===== src/rtl/kick_sequencer.sv =====
// Kick sequencer: capacitor charge control, timed solenoid pulse, cooldown and fault latch.
// Outputs are flops loaded from the next state, so each one tracks the state register exactly.
module kick_sequencer #(
    parameter int unsigned PULSE_UNIT     = 500,
    parameter int unsigned COOLDOWN       = 5000000,
    parameter int unsigned CHARGE_TIMEOUT = 150000000
) (
    input  logic       clk,
    input  logic       rst,
    input  logic       cmd_valid,
    input  logic [7:0] cmd,
    input  logic       charge_done,
    input  logic       fault_clr,
    output logic       kick_out,
    output logic       charge_en,
    output logic       dribbler_out,
    output logic       kick_ack,
    output logic       fault,
    output logic [2:0] state
);

    // Wide enough for 63 * PULSE_UNIT with any 32-bit PULSE_UNIT.
    localparam int unsigned CntW = 38;

    typedef enum logic [2:0] {
        StCharge = 3'd0,
        StReady  = 3'd1,
        StFire   = 3'd2,
        StCool   = 3'd3,
        StFault  = 3'd4
    } state_e;

    state_e          state_q, state_d;
    logic [CntW-1:0] cnt_q, cnt_d;

    logic            kick_q, kick_d;
    logic            charge_en_q, charge_en_d;
    logic            dribbler_q, dribbler_d;
    logic            ack_q, ack_d;
    logic            fault_q, fault_d;

    logic [5:0]      strength;
    logic            kick_accept;
    logic [CntW-1:0] pulse_len;
    logic            cnt_last;
    logic            charge_expired;

    assign strength       = cmd[6:1];
    assign kick_accept    = (state_q == StReady) && cmd_valid && cmd[0] && (strength != 6'd0);
    assign pulse_len      = CntW'(strength) * CntW'(PULSE_UNIT);
    assign cnt_last       = (cnt_q <= CntW'(1));
    assign charge_expired = (cnt_q == CntW'(CHARGE_TIMEOUT - 1));

    always_ff @(posedge clk) begin
        if (rst) begin
            state_q     <= StCharge;
            cnt_q       <= '0;
            kick_q      <= 1'b0;
            charge_en_q <= 1'b1;
            dribbler_q  <= 1'b0;
            ack_q       <= 1'b0;
            fault_q     <= 1'b0;
        end else begin
            state_q     <= state_d;
            cnt_q       <= cnt_d;
            kick_q      <= kick_d;
            charge_en_q <= charge_en_d;
            dribbler_q  <= dribbler_d;
            ack_q       <= ack_d;
            fault_q     <= fault_d;
        end
    end

    // The single counter counts up as the charge timer and down as the fire/cool timer.
    always_comb begin
        state_d = state_q;
        cnt_d   = cnt_q;
        case (state_q)
            StCharge: begin
                if (charge_done) begin
                    state_d = StReady;
                end else if (charge_expired) begin
                    state_d = StFault;
                end else begin
                    cnt_d = cnt_q + CntW'(1);
                end
            end
            StReady: begin
                if (kick_accept) begin
                    state_d = StFire;
                    cnt_d   = pulse_len;
                end else if (!charge_done) begin
                    state_d = StCharge;
                    cnt_d   = '0;
                end
            end
            StFire: begin
                if (cnt_last) begin
                    state_d = StCool;
                    cnt_d   = CntW'(COOLDOWN);
                end else begin
                    cnt_d = cnt_q - CntW'(1);
                end
            end
            StCool: begin
                if (cnt_last) begin
                    state_d = StCharge;
                    cnt_d   = '0;
                end else begin
                    cnt_d = cnt_q - CntW'(1);
                end
            end
            StFault: begin
                if (fault_clr) begin
                    state_d = StCharge;
                    cnt_d   = '0;
                end
            end
            default: begin
                state_d = StCharge;
                cnt_d   = '0;
            end
        endcase
    end

    always_comb begin
        kick_d      = (state_d == StFire);
        charge_en_d = (state_d == StCharge);
        fault_d     = (state_d == StFault);
        ack_d       = kick_accept;
        dribbler_d  = cmd_valid ? cmd[7] : dribbler_q;
    end

    assign kick_out     = kick_q;
    assign charge_en    = charge_en_q;
    assign dribbler_out = dribbler_q;
    assign kick_ack     = ack_q;
    assign fault        = fault_q;
    assign state        = state_q;

endmodule

===== config.mk =====
export PLATFORM = sky130hd
export DESIGN_NAME = kick_sequencer
export DESIGN_NICKNAME = d
export VERILOG_FILES = /design/src/rtl/kick_sequencer.sv
export SDC_FILE = /design/constraint.sdc
export NUM_CORES = 1
export LEC_CHECK = 0
export ABC_AREA = 0
export BUFFER_PORTS_ARGS = -buffer_cell sky130_fd_sc_hd__clkbuf_2
export CAP_MARGIN = 20
export CORE_MARGIN = 2
export CORE_UTILIZATION = 50
export DETAILED_ROUTE_END_ITERATION = 12
export PLACE_DENSITY = 0.76
export SYNTH_ARGS = -nofsm -noshare
export SYNTH_HDL_FRONTEND = slang
export SYNTH_SLANG_ARGS = --single-unit

===== constraint.sdc =====
create_clock -name clk -period 9.7 [get_ports clk]
set_input_delay 0.97 -clock clk [delete_from_list [all_inputs] [get_ports clk]]
set_output_delay 0.97 -clock clk [all_outputs]
set_load 0.01 [all_outputs]

# Word-level counts from Yosys, hierarchy flattened
# Index checks and enable logic that the tools add are counted.
word_totals:
  output_inout_bits: 8
  ff_bits: 46
  input_bits: 13
  wordCells: 45
op_classes:
  n_reduce_logical: 7
  n_mux: 16
  magnitude_cmp: 1
  multipliers: 1
  n_addsub: 2
  n_eq_ne: 11
ops:
  columns: ["op", "n"]
  rows:
  - ["$mux W38", 7]
  - ["$pmux W38 S5", 1]
  - ["$add A38 B1 Y38 const B", 1]
  - ["$eq A38 B28 Y1 const B", 1]
  - ["$le A38 B1 Y1 const B", 1]
  - ["$sub A38 B1 Y38 const B", 1]
  - ["$mux W3", 7]
  - ["$pmux W3 S5", 1]
  - ["$mul A6 B7 Y13 const B", 1]
  - ["$eq A3 B2 Y1 const B", 3]
  - ["$eq A3 B3 Y1 const B", 2]
  - ["$logic_not A3 Y1", 2]
  - ["$ne A2 B2 Y1 const B", 3]
  - ["$reduce_bool A6 Y1", 1]
  - ["$reduce_and A4 Y1", 1]
  - ["$eq A3 B1 Y1 const B", 1]
  - ["$logic_and A1 B1 Y1", 3]
  - ["$ne A3 B3 Y1 const B", 1]

# Depth between registers and ports, before layout
depth:
  depth_word: 7
  ltp_mapped: 16
  ltp_nobuf: 16

# Worst setup path before layout
# Ideal clock, no wire load.
synth_timing:
  path_type: "in2reg"
  from: "in cmd[4]"
  to: "reg cnt_q[14]"
  path_stages: 12
  t_required_ns: 9.578
  t_arrival_ns: 3.869
  setup_slack_ns: 5.709
  setup_time_ns: 0.122
  path_buffers: 0
  cell_sequence: "fa_1 > inv_1 > fa_1 > fa_1 > inv_1 > ha_1 > and3_1 > a21oi_1 > a31oi_1 > xnor2_1 > o32ai_1 > a221o_1"
synth_via:
  elab_chain_len: 4
  word_cells_on_any_way: 7
  classes_between: "mul: 1; eq/ne: 1; mux: 2; reduce/logical: 3"
synth_rtl:
  columns: ["element", "line_no", "source"]
  rows:
  - ["start, declared", "11", "input logic [7:0] cmd,"]
  - ["branches (longest 4 deep; another with $mul A6 B7 Y13)", null, null]
  - ["end signal, assigned", "65", "cnt_q <= cnt_d;"]
  - ["end, declared", "34", "logic [CntW-1:0] cnt_q, cnt_d;"]
# Parallel ways; which one is timed is not known.
# A chain may end at the register's enable or synchronous reset.

# Final worst setup path
# Same ends and word-level chain as after synthesis.

==> key figures <==
Outcome
  • Status: complete, no violations

Final layout
  • Fin nets: 645
  • Share of cells above drive strength 1: slightly below 8%
  • P&R area growth vs syn: 3.139%
  • Antenna diode count: 0
  • Commonest non-fill, non-tap cell in the layout: inv_1
  • Finished Core Util: a little over half
  • Most frequent cells in the layout: 55 x inv_1, 46 x dfxtp_1, 45 x nand2_1

Setup path
  • Slowest cell delay on critical path: 0.58 ns
  • CP Depth: 13
  • CP Max Fanout: 7
  • Critical path required time: around 10 ns
  • Slowest cell on crit path: fa_1
  • Buf/Inv on CP: 3
  • Critical path capture point type: register
  • R2r worst-path depth: 6
  • Worst reg2reg path endpoint: cnt_q[3]$_SDFFE_PP0P_
  • Critical Setup Path Class: in2reg
  • Crit path from: cmd[4]
  • Worst-path cell chain: clkbuf_2 -> fa_1 -> inv_1 -> fa_1 -> fa_1 -> inv_1 -> ha_1 -> and3_1 -> a21oi_1 -> a31oi_1 -> xnor2_1 -> o32ai_1 -> a221o_1
  • Critical Path End: cnt_q[14]$_SDFFE_PP0P_
  • Crit start category: input port
  • Reg2Reg Setup Slack: 5.92 ns
  • Reg-to-Reg Start: cnt_q[30]$_SDFFE_PP0P_
  • CP top delay family: adder cells
  • Critical Path AT: roughly 4.3 ns
  • Critical Path Most Common Cell: fa_1

Timing
  • Final Slew Violations: 0
  • Least-Margin Pin Slew: around 1.1 ns
  • Period Utilization, post-route: 42.13%
  • # setup viols final: 0
  • WHS: roughly 0.5 ns
  • Post-Route Skew: 0.007746 ns
  • Setup TNS: 0 ns
  • Max Freq: 244.7 MHz
  • Final Hold Vio Count: 0
  • RSZ-0062 raised after global routing: false
  • Fin crit period: a little over 4 ns
  • Rel. slew slack: a little over a quarter

Floorplanning
  • Die Width: ~100 um
  • Die span in y: around 100 um
  • Starting Density: roughly 52%
  • Site Rows: 34
  • I/O Pins: 21
  • Die ar.: roughly 0.01 sq mm
  • Core ar.: about 0.0088 sq mm

Power and ir drop
  • Maximum VDD drop: 0.08559 mV
  • Leak: between 1.5 and 2 nW
  • Power Dens Cells: about 160 mW/mm^2

Routing
  • Antenna Nets Post-Route: 0
  • DRC: 0
  • Vias per cell: approximately 6.7
  • Pre-antenna DRT Iters: 6
  • Vias post-DR: approximately 4700
  • DR WL/cell: ~19 um
  • Drt total wl: about 13 mm
  • Initial DRC Count: around 500

GRT
  • Global-route wire length before repair: 21.38 mm
  • GRT Overall Usage: a little over a quarter
  • Largest net degree at the start of global routing: 30
  • Number of global-route vias before repair: 4347
  • GRT Residual Overflow: 0
  • Initial antenna violation count: 0

Yosys
  • Post-synthesis cell count: between 600 and 700
  • FF+latch count, synth: 46
  • Synth Warn #: 0
  • Top FF cell, synth: dfxtp_1
  • Post-Syn Area: about 0.0046 sq mm
  • Seq/Total Area, Yosys: about 20%
  • Syn Nets: roughly 660
  • Post-synth EDFFs: 0
  • FFs w/ async S/R, synth: 0%
  • Syn Area/Cell: about 7.6 sq um
  • Netlist cell types: 65

Clock tree
  • Reg clk slew, reported paths: about 0.090 ns
  • Clock latency on the worst-skew pair: 0.30 ns
  • Post-CTS sizing: 0
  • Post-CTS Setup Inserts: 0
  • Bufs on Longest Clock Path: 2
  • CTS tree: built
  • Clock Sinks: 46
  • CTS Hold Buffers Added: 0
  • CTS H-Tree Depth: 2
  • CTS Buf Count: 5
  • Clk root buf: clkbuf_8

Worst hold path
  • Worst Hold Class: reg2reg

Job
  • MaxCap Viol Count: 0

Place
  • Port buffer count: 20
  • GPL Wtd Cong: roughly 0.96
  • DP HPWL: between 9 and 10 mm
## logic make-up after synthesis
logic type,count (synthesis),share of synthesized area (%)
muxes,4,0.9007
buffers and inverters,96,8.979
AOI/OAI and AO/OA,159,23.99
adders and majority gates,41,13.32
xor gates and xnor gates,34,6.496
and+or+nand+nor,221,26.23
DFF,46,20.09
## report_power, final
part / internal, W / leakage [nW] / total, W / switching, W
Sequential: 0.000199 / 0.372 / 0.000218 / 0.0000193
Combinational: 0.000153 / 1.49 / 0.000419 / 0.000265
Clock: 0.0000487 / 0.0438 / 0.000119 / 0.0000700
Total: 0.000401 / 1.91 / 0.000755 / 0.000354
## how the worst min path moves through the flow
stage | start | end | slack, ns | cells after the start
after detailed placement | dribbler_out$_SDFFE_PP0P_ | dribbler_out$_SDFFE_PP0P_ | 0.49 | 2
after floorplan | cnt_q[36]$_SDFFE_PP0P_ | cnt_q[36]$_SDFFE_PP0P_ | 0.48 | 1
after CTS | cnt_q[36]$_SDFFE_PP0P_ | cnt_q[36]$_SDFFE_PP0P_ | 0.51 | 1
final | dribbler_out$_SDFFE_PP0P_ | dribbler_out$_SDFFE_PP0P_ | 0.51 | 2
after global routing | dribbler_out$_SDFFE_PP0P_ | dribbler_out$_SDFFE_PP0P_ | 0.54 | 2
after global placement | dribbler_out$_SDFFE_PP0P_ | dribbler_out$_SDFFE_PP0P_ | 0.48 | 2
## synthesized netlist by cell type (all sizes together) (14+ instances only)
cell type | count | area, sq um
nand3 | 23 | 115.1
nor3 | 31 | 160.1
o21ai | 31 | 155.2
o22ai | 15 | 93.84
inv | 55 | 206.5
xnor2 | 14 | 122.6
dfxtp | 46 | 920.9
xor2 | 20 | 175.2
clkbuf | 28 | 105.1
a21oi | 30 | 150.1
ha | 28 | 350.3
nand2 | 45 | 168.9
nor2 | 38 | 150.1
## state kept, by name, summed over array words and instances (netlist names)
name / flops
state: 3
kick_ack: 1
fault: 1
cnt_q: 38
dribbler_out: 1
kick_out: 1
charge_en: 1
## through the flow
step | area [sq um] | cells | total power, W | worst slack (ns)
6_report | 4728 | 699 | 0.0007554 | 5.614
5_1_grt | 4728 | 699 | 0.0008040 | 5.412
4_1_cts | 4728 | 699 | 0.0007463 | 5.616
3_5_place_dp | 4649 | 692 | 0.0006291 | 5.306
3_3_place_gp | 4649 | 692 | 0.0006220 | 5.381
2_1_floorplan | 4584 | 601 | 0.0005410 | 5.709
## worst reg2reg max path: stages, from the launching register on
cell and delay (ns):
dfxtp_1 0.40, nor4_1 0.68, nand3_1 0.33, or4b_1 0.79
a31oi_4 0.84, nor2_1 0.40, o22ai_1 0.25
## layer usage
layer  vias to the layer above  global-route usage (%)  wire [um]
met3                        28                   3.725       1083
met5                         -                       0          0
met4                         0                   7.165        282
met1                      2226                   37.03       5792
li1                       2172                       -          -
met2                       232                   42.52       5891
## final cells by class
type	count	area, sq um
clock buffer	5	68.82
clock inverter	2	10.01
fill	833	4078
inverter	55	206.4
multi-input combinational	459	3257
sequential	46	920.9
tap	108	135.1
timing repair buffer	24	130.1
No activity file was read; power rests on OpenSTA's default activity.
